==> src/rtl/memory_pkg.sv <==
// memory_pkg
// Shared types and helpers for the byte-enabled memory controller.
//   state_t     : clear sequencer states (ST_CLEAR, ST_READY)
//   num_lanes() : number of 8-bit lanes in a word of the given width
//   byte_merge(): replaces the lanes of old_word selected by be with the
//                 matching lanes of new_word
// byte_merge works on a fixed maximum width so that one function serves
// every instance width; callers zero-extend their operands and truncate
// the result back to their own DATA_WIDTH with a size cast.
package memory_pkg;

  typedef enum logic {
    ST_CLEAR = 1'b0,
    ST_READY = 1'b1
  } state_t;

  localparam int MAX_DATA_WIDTH = 512;
  localparam int MAX_LANES      = MAX_DATA_WIDTH / 8;

  function automatic int num_lanes(input int data_width);
    return data_width / 8;
  endfunction

  function automatic logic [MAX_DATA_WIDTH-1:0] byte_merge(
    input logic [MAX_DATA_WIDTH-1:0] old_word,
    input logic [MAX_DATA_WIDTH-1:0] new_word,
    input logic [MAX_LANES-1:0]      be
  );
    logic [MAX_DATA_WIDTH-1:0] merged;
    merged = old_word;
    for (int i = 0; i < MAX_LANES; i++) begin
      if (be[i]) begin
        merged[8*i +: 8] = new_word[8*i +: 8];
      end
    end
    return merged;
  endfunction

endpackage

==> src/rtl/mem_clr_seq.sv <==
// mem_clr_seq
// Clear sequencer: walks the whole array writing zero, once after reset and
// again whenever clr_req is seen while idle.
// Ports:
//   clk      : clock, rising edge
//   rstn     : asynchronous active-low reset; restarts the clear at address 0
//   clr_req  : request a full clear (honoured only in ST_READY)
//   busy     : registered, high exactly while the state is ST_CLEAR
//   clr_we   : write strobe for the zeroing write this cycle
//   clr_addr : address of the zeroing write
module mem_clr_seq
  import memory_pkg::*;
#(
  parameter int ADDR_WIDTH = 5,
  parameter int MEM_SIZE   = 32
) (
  input  logic                  clk,
  input  logic                  rstn,
  input  logic                  clr_req,
  output logic                  busy,
  output logic                  clr_we,
  output logic [ADDR_WIDTH-1:0] clr_addr
);

  localparam logic [ADDR_WIDTH-1:0] LAST_ADDR = ADDR_WIDTH'(MEM_SIZE - 1);

  state_t                state_reg, state_next;
  logic [ADDR_WIDTH-1:0] cnt_reg, cnt_next;
  logic                  busy_reg;

  always_ff @(posedge clk or negedge rstn) begin
    if (!rstn) begin
      state_reg <= ST_CLEAR;
      cnt_reg   <= '0;
      busy_reg  <= 1'b1;
    end else begin
      state_reg <= state_next;
      cnt_reg   <= cnt_next;
      // Registered from the next state so busy tracks the state register
      // cycle for cycle without a combinational path to the outputs.
      busy_reg  <= (state_next == ST_CLEAR);
    end
  end

  always_comb begin
    state_next = state_reg;
    cnt_next   = cnt_reg;
    clr_we     = 1'b0;
    case (state_reg)
      ST_CLEAR: begin
        clr_we = 1'b1;
        if (cnt_reg == LAST_ADDR) begin
          state_next = ST_READY;
          cnt_next   = '0;
        end else begin
          cnt_next = cnt_reg + 1'b1;
        end
      end
      ST_READY: begin
        if (clr_req) begin
          state_next = ST_CLEAR;
          cnt_next   = '0;
        end
      end
      default: begin
        state_next = ST_CLEAR;
        cnt_next   = '0;
      end
    endcase
  end

  assign busy     = busy_reg;
  assign clr_addr = cnt_reg;

endmodule

==> src/rtl/memory_be_ctrl.sv <==
// memory_be_ctrl
// Simple dual-port memory (one write port, one read port, one clock) with
// byte-lane write enables, a 1- or 2-cycle read pipeline with rd_valid,
// optional read-during-write bypass and a hardware clear sequencer.
// Ports:
//   clk, rstn            : clock (rising edge) and async active-low reset
//   wr_en/wr_address     : write request and address
//   wr_be/data_in        : per-byte write enables and write data
//   rd_en/rd_address     : read request and address
//   data_out/rd_valid    : read data, valid for the single cycle rd_valid=1
//   clr_req/busy         : clear request; busy while the array is zeroed
module memory_be_ctrl
  import memory_pkg::*;
#(
  parameter int DATA_WIDTH = 32,
  parameter int ADDR_WIDTH = 5,
  parameter int MEM_SIZE   = 32,
  parameter int RD_LATENCY = 1,
  parameter int BYPASS     = 1
) (
  input  logic                    clk,
  input  logic                    rstn,
  input  logic                    wr_en,
  input  logic [ADDR_WIDTH-1:0]   wr_address,
  input  logic [DATA_WIDTH/8-1:0] wr_be,
  input  logic [DATA_WIDTH-1:0]   data_in,
  input  logic                    rd_en,
  input  logic [ADDR_WIDTH-1:0]   rd_address,
  output logic [DATA_WIDTH-1:0]   data_out,
  output logic                    rd_valid,
  input  logic                    clr_req,
  output logic                    busy
);

  localparam int NUM_LANES = num_lanes(DATA_WIDTH);
  // One extra bit so the range compare is meaningful even when
  // MEM_SIZE == 2**ADDR_WIDTH.
  localparam int AW1 = ADDR_WIDTH + 1;

  logic                  busy_int;
  logic                  clr_we;
  logic [ADDR_WIDTH-1:0] clr_addr;

  mem_clr_seq #(
    .ADDR_WIDTH (ADDR_WIDTH),
    .MEM_SIZE   (MEM_SIZE)
  ) u_clr_seq (
    .clk      (clk),
    .rstn     (rstn),
    .clr_req  (clr_req),
    .busy     (busy_int),
    .clr_we   (clr_we),
    .clr_addr (clr_addr)
  );

  assign busy = busy_int;

  // ---------------------------------------------------------------- write
  logic                  wr_in_range;
  logic                  wr_fire;
  logic                  mem_we;
  logic [ADDR_WIDTH-1:0] mem_addr;
  logic [NUM_LANES-1:0]  mem_be;
  logic [DATA_WIDTH-1:0] mem_wdata;

  assign wr_in_range = ({1'b0, wr_address} < AW1'(MEM_SIZE));
  // clr_req wins over a same-cycle write: the write is simply dropped.
  assign wr_fire     = wr_en & ~busy_int & ~clr_req & wr_in_range;

  // clr_we is only ever high while busy, so it never collides with wr_fire.
  assign mem_we    = clr_we | wr_fire;
  assign mem_addr  = clr_we ? clr_addr : wr_address;
  assign mem_be    = clr_we ? '1 : wr_be;
  assign mem_wdata = clr_we ? '0 : data_in;

  logic [DATA_WIDTH-1:0] mem [MEM_SIZE];

  // No reset on the array so it maps onto block RAM with byte enables.
  always_ff @(posedge clk) begin
    if (mem_we) begin
      for (int i = 0; i < NUM_LANES; i++) begin
        if (mem_be[i]) begin
          mem[mem_addr][8*i +: 8] <= mem_wdata[8*i +: 8];
        end
      end
    end
  end

  // ----------------------------------------------------------------- read
  logic                  rd_in_range;
  logic                  rd_fire;
  logic [DATA_WIDTH-1:0] rd_word;
  logic [DATA_WIDTH-1:0] rd_merged;
  logic                  bypass_hit;
  logic [DATA_WIDTH-1:0] rd_data_next;

  assign rd_in_range = ({1'b0, rd_address} < AW1'(MEM_SIZE));
  assign rd_fire     = rd_en & ~busy_int;
  assign rd_word     = rd_in_range ? mem[rd_address] : '0;

  // New-data view of a same-address write: old word with written lanes
  // replaced. A firing write is always in range, so rd_word is the array word.
  assign rd_merged  = DATA_WIDTH'(byte_merge(MAX_DATA_WIDTH'(rd_word),
                                             MAX_DATA_WIDTH'(data_in),
                                             MAX_LANES'(wr_be)));
  assign bypass_hit = (BYPASS != 0) && wr_fire && (wr_address == rd_address);
  assign rd_data_next = bypass_hit ? rd_merged : rd_word;

  logic                  rd_valid1_reg;
  logic [DATA_WIDTH-1:0] rd_data1_reg;

  always_ff @(posedge clk or negedge rstn) begin
    if (!rstn) begin
      rd_valid1_reg <= 1'b0;
      rd_data1_reg  <= '0;
    end else begin
      rd_valid1_reg <= rd_fire;
      // Only load on an accepted read so the output holds between reads.
      if (rd_fire) begin
        rd_data1_reg <= rd_data_next;
      end
    end
  end

  generate
    if (RD_LATENCY == 2) begin : g_lat2
      logic                  rd_valid2_reg;
      logic [DATA_WIDTH-1:0] rd_data2_reg;

      always_ff @(posedge clk or negedge rstn) begin
        if (!rstn) begin
          rd_valid2_reg <= 1'b0;
          rd_data2_reg  <= '0;
        end else begin
          rd_valid2_reg <= rd_valid1_reg;
          if (rd_valid1_reg) begin
            rd_data2_reg <= rd_data1_reg;
          end
        end
      end

      assign data_out = rd_data2_reg;
      assign rd_valid = rd_valid2_reg;
    end else begin : g_lat1
      assign data_out = rd_data1_reg;
      assign rd_valid = rd_valid1_reg;
    end
  endgenerate

endmodule

==> config.mk <==
export PLATFORM = sky130hd
export DESIGN_NAME = memory_be_ctrl
export DESIGN_NICKNAME = d
export VERILOG_FILES = /design/src/rtl/memory_pkg.sv /design/src/rtl/mem_clr_seq.sv /design/src/rtl/memory_be_ctrl.sv
export SDC_FILE = /design/constraint.sdc
export NUM_CORES = 1
export LEC_CHECK = 0
export CORE_AREA = 2 2 327 329
export CTS_BUF_LIST = sky130_fd_sc_hd__clkbuf_8 sky130_fd_sc_hd__clkbuf_16
export CTS_CLUSTER_DIAMETER = 30
export CTS_CLUSTER_SIZE = 10
export DETAILED_ROUTE_END_ITERATION = 16
export DIE_AREA = 0 0 329 331
export GPL_ROUTABILITY_DRIVEN = 0
export SYNTH_ARGS = -nofsm -noshare
export SYNTH_HDL_FRONTEND = slang
export SYNTH_SLANG_ARGS = --single-unit
==> constraint.sdc <==
create_clock -name clk -period 6.5 [get_ports clk]
set_input_delay 0.975 -clock clk [delete_from_list [all_inputs] [get_ports clk]]
set_output_delay 0.975 -clock clk [all_outputs]
set_load 0.05 [all_outputs]
# Word level (Yosys, flattened, before mapping)
# Memory sizes are Yosys's and may differ from the RTL's.
# Index checks and enable logic that the tools add are counted.
# classes
addsub	1
n_eq_ne	3
muxes	27
bitwise	8
reduce_logical	1
# ops
cell	count
two-way mux 32 bit	2
two-way mux 8 bit	4
two-way mux 1 bit	15
two-way mux 5 bit	3
one-hot mux 5 bit (2 select lines)	1
adder 5 x 1 -> 5 bit (second input constant)	1
== test 5 bit	1
== test 5 bit (second input constant)	1
two-way mux 4 bit	1
inverter 1 bit	4
bitwise AND 1 bit	3
inequality test 2 bit (second input constant)	1
one-hot mux 1 bit (2 select lines)	1
logical AND 1 bit	1
bitwise OR 1 bit	1
# totals
reg_bits	40
ram_bits	1024
in_bits	51
word_cells	46
memories	1
# memory_table
memory	depth	word_bits	read_ports	rd_clocked_by_memory_dff	wr	line	rtl
mem	32	32	1	0	1	memory_be_ctrl.sv:76	logic [DATA_WIDTH-1:0] mem [MEM_SIZE];

# Longest topological paths before layout
# Gate-level depths: netlist (run 1).
# logic_depth
word_depth	6
mapped_depth	9

# Hierarchy
# From an unflattened synthesis (run 1), not the netlist that was laid out.
# unflattened
hier_cells	2003
area_unflattened_um2	41841.4
# modules_own_cells
mod	instances	cells_each	area_each_um2	seq_area_each_um2
memory_be_ctrl	1	1972	41496.0	31575.3
mem_clr_seq	1	31	345.3	176.4

# Worst setup path after synthesis (run 1)
# OpenSTA, ideal clock, no wires.
# synth_timing
kind	input to register
start	input clr_req
end	memory mem[10][24], enable pin
arrival_time_ns	2.279
t_required_ns	6.117
setup_slack_ns	3.838
stages	4
n_path_buf	1
path_cell_list	nor3b_2 a21boi_1 clkbuf_1 nor3_1
# synth_between
elab_chain_cells	5
# synth_lines
item	line	rtl
start, declared	memory_be_ctrl.sv:31	input logic clr_req,
inverter 1 bit	memory_be_ctrl.sv:68	assign wr_fire = wr_en & ~busy_int & ~clr_req & wr_in_range;
bitwise AND 1 bit	memory_be_ctrl.sv:68	
bitwise OR 1 bit	memory_be_ctrl.sv:71	assign mem_we = clr_we | wr_fire;
two-way mux 1 bit	memory_be_ctrl.sv:80	if (mem_we) begin
two-way mux 1 bit (not written as such)	memory_be_ctrl.sv:83	mem[mem_addr][8*i +: 8] <= mem_wdata[8*i +: 8];
end, declared	memory_be_ctrl.sv:76	
# No other way between the ends.

# Worst setup path in the final report (run 1)
# layout_timing
start	input wr_address[4]
end	memory mem[29][24], enable pin
# layout_between
elab_chain_cells	1
# layout_lines
item	line	rtl
start, declared	memory_be_ctrl.sv:24	input logic [ADDR_WIDTH-1:0] wr_address,
two-way mux 5 bit	memory_be_ctrl.sv:72	assign mem_addr = clr_we ? clr_addr : wr_address;
# No other way between the ends.

==> metrics list, run 1 <==
- Share of total power in the clock network: 0.434
- The H-tree was split into 4 levels.
* Final setup viols: 0
- Number of vias per cell: about 5.6
- Type of the worst setup path: input pin to flip-flop
- The initial utilization of the core area, before any placement, comes to 0.398.
- Setup repair after global routing left no endpoint under its margin.
- Max Fclk: between 200 and 300 MHz
- The via count of the first global-routing pass is 22292.
* Number of core rows: 119
* GRT Util Overall: 0.191
* Post-CTS Hold Fix Bufs: 0
- The total overflow left after global routing is 0.
* Number of warning messages in the yosys log: 0
- Max Transition Viols Final: 0
- Ys flop type: sky130_fd_sc_hd__edfxtp_1
- In the synthesized netlist the async set-or-reset flop fraction comes to 0.0376.
- Counting along the longest clock path gives a buffer depth of 3.
- A synthesized cell averages around 21 um2.
- Summed over all cells, the static leakage comes to 0.0166 uW.
- The number of antenna violations at the first check in global routing came to 4.
- Cell count after placement: 3442
- Post-detailed-routing wire length: just over 100 mm
- The first global-routing pass estimated ~150 mm of wire.
* Area growth from synthesis to layout: 20.1%
- Total via count after detailed routing: 21148
- Y dimension of the die: 331 um
- The synthesized netlist occupies a cell area of 0.0418 mm2.
- Cts bufs inserted: 172
* Non-filler cells, final: around 3800
- The cell sitting at the root of the clock tree is a sky130_fd_sc_hd__clkbuf_16.
- Cell internal power was estimated by the tool at 15500 uW.
- Of the total power, combinational logic draws 0.146.
- Final TNS setup: 0 ns
- The hold violation count in the final report is 0.
- Maximum net fanout on the critical path: 9
* Synth Instances: 2016
* Clock transition time at the flip-flop clock pins of the worst setup and hold paths: roughly 0.050 ns
* Final Cycle Share: 0.553
* Worst Hold Class: input pin to async pin
- Summing all placed instances gives a cell area of between 0.04 and 0.05 mm2.
- Number of input and output port buffers inserted: 84
* Most area-consuming cells after synthesis: sky130_fd_sc_hd__edfxtp_1, sky130_fd_sc_hd__mux4_2, sky130_fd_sc_hd__dfrtp_1
- Largest register FFs: 1024
- Switching component of the power: 5650 uW
- The floorplan step defined a die boundary enclosing 0.109 mm2.
- Kind of start point of the critical path: input pin
- Largest register by flop count: mem
- Result of the run: completed
- The tool flagged a number of max-cap violations equal to 0.
- The core region is 0.105 mm2.
* Final clock skew: 0.0204 ns
- #FFs+latches synth: 1064
- Overall power consumption after layout is estimated at 21100 uW.
- The routed design could run at a clock period as short as 3.59 ns.
- STA classifies the critical path endpoint as a flip-flop.
- Die span in x: 329 um
* Fraction of final layout cells with drive strength greater than 1: 0.284
- Synth Net Count: 2069
* Number of different library cells in the post-synthesis netlist: slightly above 50
- between 80 and 90 I/O pins were placed.
* Slew margin rel.: 0.0555
* Clock network latency to the later pin of the worst-skew pair: about 0.75 ns
* Sequential cell area fraction in the yosys report: 0.760
- Of the total power, the share spent switching nets is 0.267.
- Number of buffers inserted to repair setup after CTS: 0
- Final hold analysis gives a worst-case slack of 0.382 ns.
* Cell type with the largest total area after synthesis: sky130_fd_sc_hd__edfxtp_1
- TritonCTS clock tree: built
* Number of enable-type register cells in the synthesized netlist: 1024
* ANT nets after route: 0
- The share of total power dissipated in sequential elements is 0.421.
- Data arrival time of the critical path: 3.93 ns
- Number of detailed-route iterations in the first pass: 5
- VDD sags by at most 0.284 mV.
* CTS sink cnt: 1064
- Worst slew pin tran: between 1 and 1.5 ns
- In this run the power density over the cells is about 420 mW/mm2.
* Half-perimeter wire length of the detailed placement result: 62.4 mm
- Number of cells upsized or downsized after cts: 0
* Maximum number of pins on one net before global-route repair: 91
* Cell area after layout: between 0.05 and 0.06 mm2
- Final-stage net count: 2281
- At the worst endpoint, the required time is slightly below 7 ns.
- Post-route DRC violation count: 0
* Fraction of post-synthesis cell area in the top cell type by area: 0.736
- The detailed router finished its first iteration with 2078 violations.
- In the final routed layout, each cell accounts on average for 27.3 um.
-- final timing paths --
path                                        to  depth (start not counted)  slack (ns)                 from
setup / recovery                   mem[29][24]                          6        2.91        wr_address[4]
hold / removal                    data_out[24]                          2        0.38                 rstn
setup reg to reg                     mem[3][3]                          4        2.93  u_clr_seq.state_reg
hold reg to reg                   data_out[30]                          2        0.57         data_out[30]
max in group asynchronous  u_clr_seq.state_reg                          2        5.53                 rstn
min in group clk                  data_out[30]                          2        0.57         data_out[30]
-- routing by layer --
| metal | wire (um) | part of all wire | vias to the layer above | global-route usage |
|---|---|---|---|---|
| met5 | 44 | 0.00043 | - | 0 |
| met4 | 2820 | 0.027 | 6 | 0.0663 |
| met3 | 7310 | 0.071 | 179 | 0.0476 |
| met2 | 49500 | 0.48 | 825 | 0.303 |
| met1 | 43000 | 0.42 | 11182 | 0.257 |
| li1 | - | - | 8956 | - |
-- per-stage QoR --
| stage | utilization | setup slack [ns] |
|---|---|---|
| 3_5_place_dp | 0.421 | 2.19 |
| 2_1_floorplan | - | 3.84 |
| 6_report | 0.478 | 2.91 |
| 5_1_grt | 0.478 | 2.75 |
| 4_1_cts | 0.478 | 2.76 |
| 3_3_place_gp | 0.421 | 2.24 |
-- synthesized netlist by cell type (all sizes together), types with 4 or more instances --
master,instances
nand2,29
xnor2,4
a21boi,4
and2,33
clkbuf,59
buf,71
mux4,240
mux2i,17
a221oi,6
nor3,130
o22ai,62
a22oi,88
and3,31
a31oi,7
edfxtp,1024
or2,4
dfrtp,39
a31o,5
mux2,34
nor2,52
inv,16
o21ai,17
a2111oi,6
a22o,6
o32ai,4
-- power by group through the flow --
stage	sequential (uW)	combinational, uW	clock, uW
3_3_place_gp	8980	3020	0
4_1_cts	8890	3080	9270
6_report	8890	3080	9160
3_5_place_dp	9010	3070	0
2_1_floorplan	9230	1480	0
5_1_grt	8940	3260	9590
-- worst max-delay path, cell delays in order --
cell and delay [ns]:
sky130_fd_sc_hd__clkdlybuf4s50_1 0.57, sky130_fd_sc_hd__inv_1 0.09, sky130_fd_sc_hd__o32ai_1 0.19, sky130_fd_sc_hd__nand2_1 0.57, sky130_fd_sc_hd__buf_4 0.41, sky130_fd_sc_hd__nor3_1 1.11
-- layout make-up --
| type | count | area (um2) |
|---|---|---|
| clock inverters | 138 | 1500 |
| repair buffers | 168 | 1490 |
| fillers | 8486 | 54800 |
| flip-flops and latches | 1064 | 31800 |
| inverters | 16 | 60.1 |
| multi-input cells | 806 | 9260 |
| clock buffers | 177 | 4400 |
| diodes | 1 | 2.50 |
| well taps | 1391 | 1740 |
-- kinds of logic (layout without fill, tap and decap cells) --
family | Yosys count | count (layout) | synth area share
other | 0 | 1 | 0
adders and majority gates | 2 | 2 | 0.000599
and+or+nand+nor | 294 | 294 | 0.0357
xor gates and xnor gates | 7 | 7 | 0.00147
muxes | 291 | 291 | 0.144
AOI/OAI and AO/OA | 212 | 212 | 0.0369
DFF | 1064 | 1064 | 0.760
buffers and inverters | 146 | 499 | 0.0222
-- layout by cell type, fill, tap and decap left out, types with 5 or more instances in the layout --
| master | count |
|---|---|
| sky130_fd_sc_hd__clkinvlp_4 | 18 |
| sky130_fd_sc_hd__nor2_1 | 51 |
| sky130_fd_sc_hd__nor3_2 | 13 |
| sky130_fd_sc_hd__o21ai_0 | 17 |
| sky130_fd_sc_hd__edfxtp_1 | 1024 |
| sky130_fd_sc_hd__clkinv_4 | 9 |
| sky130_fd_sc_hd__mux2i_1 | 17 |
| sky130_fd_sc_hd__clkdlybuf4s50_1 | 79 |
| sky130_fd_sc_hd__inv_1 | 38 |
| sky130_fd_sc_hd__a31o_2 | 5 |
| sky130_fd_sc_hd__clkbuf_16 | 174 |
| sky130_fd_sc_hd__a22o_1 | 6 |
| sky130_fd_sc_hd__mux4_1 | 11 |
| sky130_fd_sc_hd__and2_1 | 32 |
| sky130_fd_sc_hd__inv_6 | 14 |
| sky130_fd_sc_hd__o22ai_1 | 62 |
| sky130_fd_sc_hd__clkinv_1 | 18 |
| sky130_fd_sc_hd__bufinv_16 | 26 |
| sky130_fd_sc_hd__mux2_2 | 34 |
| sky130_fd_sc_hd__a22oi_1 | 88 |
| sky130_fd_sc_hd__mux4_2 | 229 |
| sky130_fd_sc_hd__a2111oi_2 | 5 |
| sky130_fd_sc_hd__a31oi_1 | 5 |
| sky130_fd_sc_hd__and3_1 | 31 |
| sky130_fd_sc_hd__dfrtp_1 | 38 |
| sky130_fd_sc_hd__nor3_1 | 117 |
| sky130_fd_sc_hd__buf_4 | 82 |
| sky130_fd_sc_hd__nand2_1 | 29 |
| sky130_fd_sc_hd__clkinv_2 | 25 |
Power figures use the tool's default switching activity.
==> run 2: changes to the inputs <==
clock period = 3.45 ns   (was 6.5 ns; I/O delays follow)
==> metrics list, run 2 (synthesis gave the netlist of run 1 again) <==
- The half-perimeter wire length after detailed placement is 66.0 mm (was 62.4 mm).
* Post-detailed-routing wire length: 105 mm (was 103 mm)
- The max capacitance violation total is 0 (unchanged).
- Worst path max stage delay: 0.77 ns (was 1.11 ns)
- The startpoint kind of the worst setup timing path is a flip-flop (was input pin).
- Data arrival time of the critical path: 3.45 ns (was 3.93 ns)
* Final-stage net count: 2418 (was 2281)
- The slew at the pin closest to its max-slew limit came to 1.33 ns (was 1.41 ns).
- Post-route DRC violation count: 0 (unchanged)
* Max rail drop VDD: 0.410 mV (was 0.284 mV)
* Clock network latency to the later pin of the worst-skew pair: 0.74 ns (was 0.75 ns)
- Chain of cells forming the critical path: nand2b_1 > o32ai_1 > nand2_1 > or2_2 > nor2_1 (was clkdlybuf4s50_1 > inv_1 > o32ai_1 > nand2_1 > buf_4 > nor3_1)
* Area after DPL: 0.0454 mm2 (was 0.0442 mm2)
- In the finished design, the share of the clock period the worst path needs comes to 0.899.
* Required time at the endpoint of the critical path: 3.79 ns (was 6.84 ns)
- Final TNS setup: 0 ns (unchanged)
* Commonest cells after routing, fill and taps aside: sky130_fd_sc_hd__edfxtp_1, sky130_fd_sc_hd__mux4_2, sky130_fd_sc_hd__buf_4, sky130_fd_sc_hd__clkbuf_16, sky130_fd_sc_hd__nor3_1 (was sky130_fd_sc_hd__edfxtp_1, sky130_fd_sc_hd__mux4_2, sky130_fd_sc_hd__clkbuf_16, sky130_fd_sc_hd__nor3_1, sky130_fd_sc_hd__a22oi_1)
- The synthesis-to-layout area growth is 22.1% (was 20.1%).
* Largest register FFs: 1024 (unchanged)
- The root buffer selected by CTS was sky130_fd_sc_hd__clkbuf_16 (unchanged).
- GRT Util Overall: 0.194 (was 0.191)
* Die span in x: 329 um (unchanged)
- The total power per unit cell area was 770 mW/mm2 (was 421 mW/mm2).
- Max Transition Viols Final: 0 (unchanged)
- Y dimension of the die: 331 um (unchanged)
- The kind of cell adding the most delay to the critical path is simple AND/OR/NAND/NOR gates (unchanged).
* Number of ports placed on the die boundary: 85 (unchanged)
- The clock transition at the register clock pins on the worst setup and hold paths after CTS was 0.05 ns (about the same).
- The vias after detailed routing was 21941 (was 21148).
- The hold violation count in the final report was 0 (unchanged).
* Number of detailed-route iterations in the first pass: 5 (unchanged)
- First-pass GRT wire length: 154 mm (was 151 mm)
- RSZ-0062 raised after global routing: no (unchanged).
* Final clock skew: 0.0202 ns (was 0.0204 ns)
- The CTS tree is built (unchanged).
* Type of the worst setup path: flip-flop to flip-flop (was input pin to flip-flop)
* Maximum net fanout on the critical path: 26 (was 9)
* Kind of end point of the critical path: flip-flop (unchanged)
* Filler instances: 8423 (was 8486)
- Maximum number of pins on one net before global-route repair: 48 (was 91)
- The via count of the first global-routing pass is 22890 (was 22292).
- Post-CTS Hold Fix Bufs: 1 (was 0)
* GRT Residual Overflow: 0 (unchanged)
* Max Fclk: 323 MHz
* Antenna diode count: 0 (was 1)
* Average detailed-routed wire length per instance: 27.0 um (was 27.3 um)
- Slowest library cell on the worst path: sky130_fd_sc_hd__dfrtp_2 (was sky130_fd_sc_hd__nor3_1)
- The remaining antenna violation count came to 0 (unchanged).
- The layout cell share with drive strength beyond 1 came to 0.318 (was 0.284).
- Bufs on Longest Clock Path: 3 (unchanged)
- Number of buffers and inverters on the critical path: 0 (was 3)
- The number of antenna violations at the first check in global routing came to 3 (was 4).
- H-tree depth: 4 (unchanged)
- The CTS buffer count was 170 (was 172).
- The leakage power came to 0.0172 uW (was 0.0166 uW).
* Initial core utilization: 0.398 (unchanged)
- The number of DRC markers in iteration 0 was 2159 (was 2078).
- The area inside the core boundary came to 0.105 mm2 (unchanged).
- The worst max-slew margin expressed relative to the limit is 0.116 (was 0.0555).
- The number of resized instances in the post-cts repair step came to 0 (unchanged).
* CTS sink cnt: 1064 (unchanged)
- The register containing the most flip-flops in the final layout is mem (unchanged).
- Final setup viols: 0 (unchanged)
- The ratio of routed vias to standard cells came to 5.63 (was 5.62).
* Number of buffers inserted to repair setup after CTS: 0 (unchanged)
- Result of the run: completed (unchanged).
* DIE AREA: 0.109 mm2 (unchanged)
- Number of core rows: 119 (unchanged)
- For the finished layout, the period the worst path requires is roughly 3.1 ns.
* Number of input and output port buffers inserted: 84 (unchanged)
* Most common library cell in the layout ignoring fill and taps: sky130_fd_sc_hd__edfxtp_1 (unchanged)
* Worst Hold Class: input pin to flip-flop (was input pin to async pin)
- The post-layout instance area was 0.0510 mm2 (was 0.0502 mm2).
run 2: cell types whose count changed in the layout (fill, tap and decap cells not counted), sizes merged:
cell,before,now
buf,88,227
bufinv,26,12
dlygate4sd3,0,1
clkbuf,178,179
inv,55,57
diode,1,0
clkinvlp,18,21
clkinv,55,57
run 2: final timing paths:
check                                    start        endpoint  slack [ns]  depth (start not counted)
setup / recovery           u_clr_seq.state_reg     mem[22][18]        0.35                          5
hold / removal                      data_in[0]     data_out[0]        0.37                          3
setup reg to reg           u_clr_seq.state_reg     mem[22][18]        0.35                          5
hold reg to reg                   data_out[31]    data_out[31]        0.56                          2
max in group asynchronous                 rstn  u_clr_seq.busy        2.14                          3
min in group asynchronous                 rstn    data_out[26]        0.43                          2
run 2: area by class of cell:
| cell class | count | area, um2 | area share |
|---|---|---|---|
| Clock inverter | 131 | 1180 | 0.0231 |
| Clock buffer | 179 | 4410 | 0.0864 |
| Tap cell | 1391 | 1740 | 0.0341 |
| Multi-Input combinational cell | 806 | 9210 | 0.180 |
| Sequential cell | 1064 | 31800 | 0.622 |
| Inverter | 16 | 60.1 | 0.00118 |
| Timing Repair Buffer | 307 | 2690 | 0.0527 |
run 2: routing by layer:
metal  global-route usage  vias up  routed length, um
met3               0.0423      206               7990
met5                    0        -                 13
met1                0.259    11566              42600
met2                0.315      948              51200
li1                     -     9219                  -
met4               0.0714        2               3180
run 2: per-stage QoR:
step	total power [uW]	util	worst slack (ns)	std cells	hold WS, ns
floorplan	20200	-	1.13	2016	0.222
global placement	23000	0.433	0.0533	3583	0.542
detailed placement	23200	0.433	-0.0733	3583	0.551
CTS	39500	0.486	0.428	3894	0.323
global route	40500	0.486	0.255	3894	0.354
finish	39300	0.486	0.349	3894	0.369
run 2: power by group:
part	total (uW)	switching (uW)	internal [uW]
Combinational	6270	4170	2100
Clock	16300	6070	10200
Sequential	16700	520	16200
Total	39300	10800	28500
run 2: worst register-to-register path: stages (launching register included):
cell	delay (ns)
sky130_fd_sc_hd__dfrtp_2	0.77
sky130_fd_sc_hd__nand2b_1	0.19
sky130_fd_sc_hd__o32ai_1	0.20
sky130_fd_sc_hd__nand2_1	0.36
sky130_fd_sc_hd__or2_2	0.48
sky130_fd_sc_hd__nor2_1	0.70
